### src/rtl/cpu_pkg.sv
// Shared CPU definitions: datapath word width and divider FSM states.
package cpu_pkg;

  localparam int unsigned WORD_W = 32;

  typedef enum logic [1:0] {
    DIV_IDLE = 2'd0,
    DIV_RUN  = 2'd1,
    DIV_FIX  = 2'd2
  } div_state_t;

endpackage

### src/rtl/div_step.sv
// One combinational restoring-division iteration: shift the next dividend
// bit into the partial remainder and subtract the divisor when it fits.
module div_step #(
  parameter int unsigned WIDTH = 32
) (
  input  logic [WIDTH-1:0] rem,
  input  logic [WIDTH-1:0] q,
  input  logic [WIDTH-1:0] divisor,
  output logic [WIDTH-1:0] rem_next,
  output logic [WIDTH-1:0] q_next
);

  logic [WIDTH:0]   shifted;
  logic [WIDTH-1:0] diff;

  // Shifted remainder keeps its carry-out bit so divisors with the MSB set
  // still compare correctly; the difference always fits back into WIDTH bits.
  always_comb begin
    shifted = {rem, q[WIDTH-1]};
    diff    = shifted[WIDTH-1:0] - divisor;
    if (shifted >= {1'b0, divisor}) begin
      rem_next = diff;
      q_next   = {q[WIDTH-2:0], 1'b1};
    end else begin
      rem_next = shifted[WIDTH-1:0];
      q_next   = {q[WIDTH-2:0], 1'b0};
    end
  end

endmodule

### src/rtl/div_unit.sv
// Multicycle restoring divider for div/divu: HI gets the remainder, LO the
// quotient. Signed operands are divided as magnitudes and fixed up at the end.
module div_unit
  import cpu_pkg::*;
#(
  parameter int unsigned WIDTH = WORD_W,
  parameter int unsigned CNT_W = 6
) (
  input  logic             clk,
  input  logic             reset,
  input  logic             start,
  input  logic             div_signed,
  input  logic [WIDTH-1:0] dividend,
  input  logic [WIDTH-1:0] divisor,
  output logic [WIDTH-1:0] hi_out,
  output logic [WIDTH-1:0] lo_out,
  output logic             busy,
  output logic             done,
  output logic             div_zero
);

  div_state_t       state, state_d;
  logic [CNT_W-1:0] cnt, cnt_d;
  logic [WIDTH-1:0] rem, rem_d;
  logic [WIDTH-1:0] quo, quo_d;
  logic [WIDTH-1:0] dvs, dvs_d;
  logic             sign_q, sign_q_d;
  logic             sign_r, sign_r_d;
  logic [WIDTH-1:0] hi_d, lo_d;
  logic             busy_d, done_d, div_zero_d;
  logic [WIDTH-1:0] step_rem, step_q;

  div_step #(
    .WIDTH(WIDTH)
  ) u_step (
    .rem      (rem),
    .q        (quo),
    .divisor  (dvs),
    .rem_next (step_rem),
    .q_next   (step_q)
  );

  // State register.
  always_ff @(posedge clk or negedge reset) begin
    if (!reset) state <= DIV_IDLE;
    else        state <= state_d;
  end

  // Next-state and next-value logic for the datapath and outputs.
  always_comb begin
    state_d    = state;
    cnt_d      = cnt;
    rem_d      = rem;
    quo_d      = quo;
    dvs_d      = dvs;
    sign_q_d   = sign_q;
    sign_r_d   = sign_r;
    hi_d       = hi_out;
    lo_d       = lo_out;
    busy_d     = busy;
    done_d     = 1'b0;
    div_zero_d = 1'b0;
    unique case (state)
      DIV_IDLE: begin
        if (start) begin
          if (divisor == '0) begin
            done_d     = 1'b1;
            div_zero_d = 1'b1;
          end else begin
            sign_q_d = div_signed & (dividend[WIDTH-1] ^ divisor[WIDTH-1]);
            sign_r_d = div_signed & dividend[WIDTH-1];
            quo_d    = (div_signed && dividend[WIDTH-1]) ? -dividend : dividend;
            dvs_d    = (div_signed && divisor[WIDTH-1])  ? -divisor  : divisor;
            rem_d    = '0;
            cnt_d    = CNT_W'(WIDTH);
            busy_d   = 1'b1;
            state_d  = DIV_RUN;
          end
        end
      end
      DIV_RUN: begin
        rem_d = step_rem;
        quo_d = step_q;
        cnt_d = cnt - CNT_W'(1);
        if (cnt == CNT_W'(1)) state_d = DIV_FIX;
      end
      DIV_FIX: begin
        lo_d    = sign_q ? -quo : quo;
        hi_d    = sign_r ? -rem : rem;
        done_d  = 1'b1;
        busy_d  = 1'b0;
        state_d = DIV_IDLE;
      end
      default: state_d = DIV_IDLE;
    endcase
  end

  // Datapath and output registers.
  always_ff @(posedge clk or negedge reset) begin
    if (!reset) begin
      cnt      <= '0;
      rem      <= '0;
      quo      <= '0;
      dvs      <= '0;
      sign_q   <= 1'b0;
      sign_r   <= 1'b0;
      hi_out   <= '0;
      lo_out   <= '0;
      busy     <= 1'b0;
      done     <= 1'b0;
      div_zero <= 1'b0;
    end else begin
      cnt      <= cnt_d;
      rem      <= rem_d;
      quo      <= quo_d;
      dvs      <= dvs_d;
      sign_q   <= sign_q_d;
      sign_r   <= sign_r_d;
      hi_out   <= hi_d;
      lo_out   <= lo_d;
      busy     <= busy_d;
      done     <= done_d;
      div_zero <= div_zero_d;
    end
  end

endmodule

### config.mk
export PLATFORM = sky130hd
export DESIGN_NAME = div_unit
export DESIGN_NICKNAME = d
export VERILOG_FILES = /design/src/rtl/cpu_pkg.sv /design/src/rtl/div_step.sv /design/src/rtl/div_unit.sv
export SDC_FILE = /design/constraint.sdc
export NUM_CORES = 1
export LEC_CHECK = 0
export CELL_PAD_IN_SITES_DETAIL_PLACEMENT = 0
export CELL_PAD_IN_SITES_GLOBAL_PLACEMENT = 1
export CORE_ASPECT_RATIO = 0.7
export CORE_MARGIN = 1
export CORE_UTILIZATION = 48
export CTS_BUF_LIST = sky130_fd_sc_hd__clkbuf_4 sky130_fd_sc_hd__clkbuf_8
export DETAILED_ROUTE_END_ITERATION = 6
export PLACE_DENSITY_LB_ADDON = 0.1
export SYNTH_ARGS = -nofsm -noshare
export SYNTH_HDL_FRONTEND = slang
export SYNTH_HIERARCHICAL = 1
export SYNTH_SLANG_ARGS = --single-unit
### constraint.sdc
create_clock -name clk -period 8.2 [get_ports clk]
set_input_delay 1.64 -clock clk [delete_from_list [all_inputs] [get_ports clk]]
set_output_delay 1.64 -clock clk [all_outputs]
set_load 0.05 [all_outputs]
==> flow_metrics.tcl <==
set metrics [dict create \
    status "finished, final reports clean" \
    synth_cell_types 81 \
    numPortBuffers 134 \
    cts_tree "yes" \
    drv_slew 0 \
    p_sw_frac 0.4545 \
    cts_max_path_buffers 2 \
    finish.utilization 0.5647 \
    cts_resized 0 \
    synth_nets 1495 \
    syn2layout_area_growth_pct 13.39 \
    cp.buffers_inverters 2 \
    max_stage_delay_ns 0.98 \
    place_area_um2 13160 \
    start_util 0.4980 \
    drc_errors 0 \
    power_frac_comb 0.530 \
    path_clk_slew_ns 0.09 \
    rows 47 \
    io_pins 135 \
    p_int_mw 2.281 \
    die_width_um 190.8 \
    slowest_stage "nand2b_2" \
    fin_cells 1778 \
    synth_area_um2 11980 \
    p_sw_mw 1.901 \
    path_cells "clkdlybuf4s50_1 > inv_1 > ha_1 > nor4b_2 > nand4_1 > nor3_1 > nand2b_2 > nand2_1 > a21oi_1" \
    num_vias 10130 \
    cp_top_family "simple AND/OR/NAND/NOR gates" \
    tightestPinTransition_ns 1.151 \
    critical_path_required_ns 8.59 \
    cts_sinks 173 \
    irDropWorstVdd_mv 0.2302 \
    cts_hold_buf 0 \
    avgSynthCellArea_um2 8.629 \
    ant_nets 0 \
    grt_overflow_total 0 \
    dr.pass1.iters 5 \
    fmax_mhz 211.9 \
    crit_path_end_kind "flip-flop" \
    place.gp.congestion 0.9191 \
    dp_cells 1746 \
    layout-drive-gt1-share 0.06164 \
    finalHoldViolCount 0 \
    die_height_um 134.2 \
    p_per_area_nw_per_um2 307.9 \
    htreeDepth 4 \
    fin_skew_ns 0.01598 \
    cp_max_fo 70 \
    grt_first_pass_wirelength_um 51180 \
    fin_crit_sh 0.5755 \
    total_power_mw 4.181 \
    critPathKind "input pin to flip-flop" \
    clkLatencyLatePin_ns 0.48 \
    grt_start_max_net_pins 129 \
    p_leak_nw 5.616 \
    synth_area_leaders "dfrtp_1 36%, o21ai_0 8.1%, nand2_1 6.2%" \
    finalWirelength_um 32310 \
    p_seq_frac 0.317 \
    grt_pass1_vias 8958 \
    critPathLaunchType "input pin" \
    die-area_um2 25600 \
    synthCells 1388 \
    critPathArrivalTime_ns 5.11 \
    numCtsBuffers 17 \
    hpwlAfterDp_um 24400 \
    fin_area_um2 13580 \
    grt_antenna_before_repair 0 \
    n_fill_cell 2218 \
    rsz0062_at_grt "false" \
    synth_edf_count 0 \
    root_buffer "clkbuf_8" \
    min_path_type "flip-flop to flip-flop" \
    viasPerCell 5.698 \
    hold_ws_ns 0.4841 \
    yosysWarnings 6 \
    async_reset_ff_frac 1.000 \
    ys_ff_latch 173 \
    finalSetupTns_ns 0 \
    setup_violations 0 \
    grt_usage 0.2597 \
    coreArea_um2 24050 \
    power_frac_clock 0.153 \
    worst_slack_ns 3.481 \
    synth_top_area_cell "dfrtp_1" \
    ys_seq_area_frac 0.3614 \
    fin_nets 1554 \
    wl_per_cell_um 18.17 \
    fin_crit_ns 4.719 \
    dp_slack_ns 3.026 \
    synth_top_area_share 0.3614 \
    relSlewSlack 0.2327 \
    drtIter0Drc 792 \
    diodes 0 \
    max-cap-violations 0 \
    synth_ff_type "dfrtp_1" \
    postCtsSetupRepairBufs 0 \
]
[sequential cells by signal, indices dropped and copies added, names as in the netlist]
signal and cells:
busy 1, cnt 6, div_zero 1, done 1, dvs 32, hi_out 32, lo_out 32, quo 32
rem 32, sign_q 1, sign_r 1, state 2
[cell type report]
cell class              instances  area [um2]  share of cell area
inverters                      57       214.0             0.01575
flip-flops and latches        173        4329              0.3187
well taps                     318       397.9             0.02930
clock inverters                14       177.7             0.01308
clock buffers                  18       241.5             0.01778
repair buffers                140        1388              0.1022
multi-input cells            1058        6834              0.5032
[layer usage]
| layer | up-vias | track usage | routed length [um] |
|---|---|---|---|
| met2 | 328 | 0.2931 | 11100 |
| met5 | - | 0 | 0 |
| met4 | 0 | 0.04178 | 189 |
| li1 | 5032 | - | - |
| met1 | 4754 | 0.4665 | 18680 |
| met3 | 17 | 0.05704 | 2343 |
[cells by family (layout without fill, tap and decap cells)]
kind of cell    after synthesis  after routing  share of synthesized area
flops                       173            173                     0.3614
compound gates              423            423                     0.2198
xor+xnor                    140            140                     0.1024
mux                          30             30                    0.03374
fa+ha+maj                    39             39                    0.04137
simple gates                426            426                     0.1715
buf+inv                     157            229                    0.06978
[synth_stat cells (24+ instances only)]
library cell and instances:
nand2_1 198, o21ai_0 193, dfrtp_1 173, xor2_1 83, nor2_1 66, a21oi_1 64
xnor2_1 57, inv_1 56, clkbuf_1 42, ha_1 38, buf_4 36, o31ai_1 30
nor3_1 27, nand3_1 24
[worst reg2reg max path, cell delays in order, from the launching register on]
cell and delay (ns):
dfrtp_1 0.50, ha_1 0.42, and3_1 0.22, nor2b_4 0.14, a22o_1 0.24, a211oi_2 0.36, a211oi_2 0.17, nor3_4 0.47
or2_1 0.56, buf_4 0.45, mux2_4 0.35, a22o_1 0.20
[layout by cell type, fill, tap and decap left out, types with 8 or more instances in the layout]
cell type and count:
nand2_1 197, mux2_4 20, nor2b_1 12, o21ai_0 193, nor2_1 64, a21oi_1 64
o21a_1 9, or4_1 13, xor2_1 83, a31oi_1 12, xnor2_1 57, nor4_1 13
or3_1 15, clkdlybuf4s50_1 133, a211oi_1 10, dfrtp_1 173, o41ai_1 19, nand4_1 13
nor3_1 27, a22oi_1 8, a21o_1 10, o31ai_1 30, ha_1 38, a22o_1 22
inv_1 56, nand3_1 24, clkbuf_8 17
[power groups by stage]
stage	combinational, mW	clock (mW)	sequential [mW]
floorplan	1.27	0	1.70
global placement	2.18	0	1.33
detailed placement	2.20	0	1.34
CTS	2.21	0.659	1.32
global route	2.40	0.694	1.35
finish	2.22	0.641	1.32
[final timing paths]
kind	from	end	slack [ns]	depth (start not counted)
min in group asynchronous	reset	hi_out[13]$_DFFE_PN0P_	1.24	1
setup reg to reg	rem[11]$_DFFE_PN0P_	rem[20]$_DFFE_PN0P_	4.01	11
setup / recovery	divisor[1]	cnt[0]$_DFFE_PN0P_	3.48	9
hold reg to reg	hi_out[2]$_DFFE_PN0P_	hi_out[2]$_DFFE_PN0P_	0.48	2
hold / removal	hi_out[2]$_DFFE_PN0P_	hi_out[2]$_DFFE_PN0P_	0.48	2
max in group asynchronous	reset	dvs[1]$_DFFE_PN0P_	5.40	2
Power figures use the tool's default switching activity.
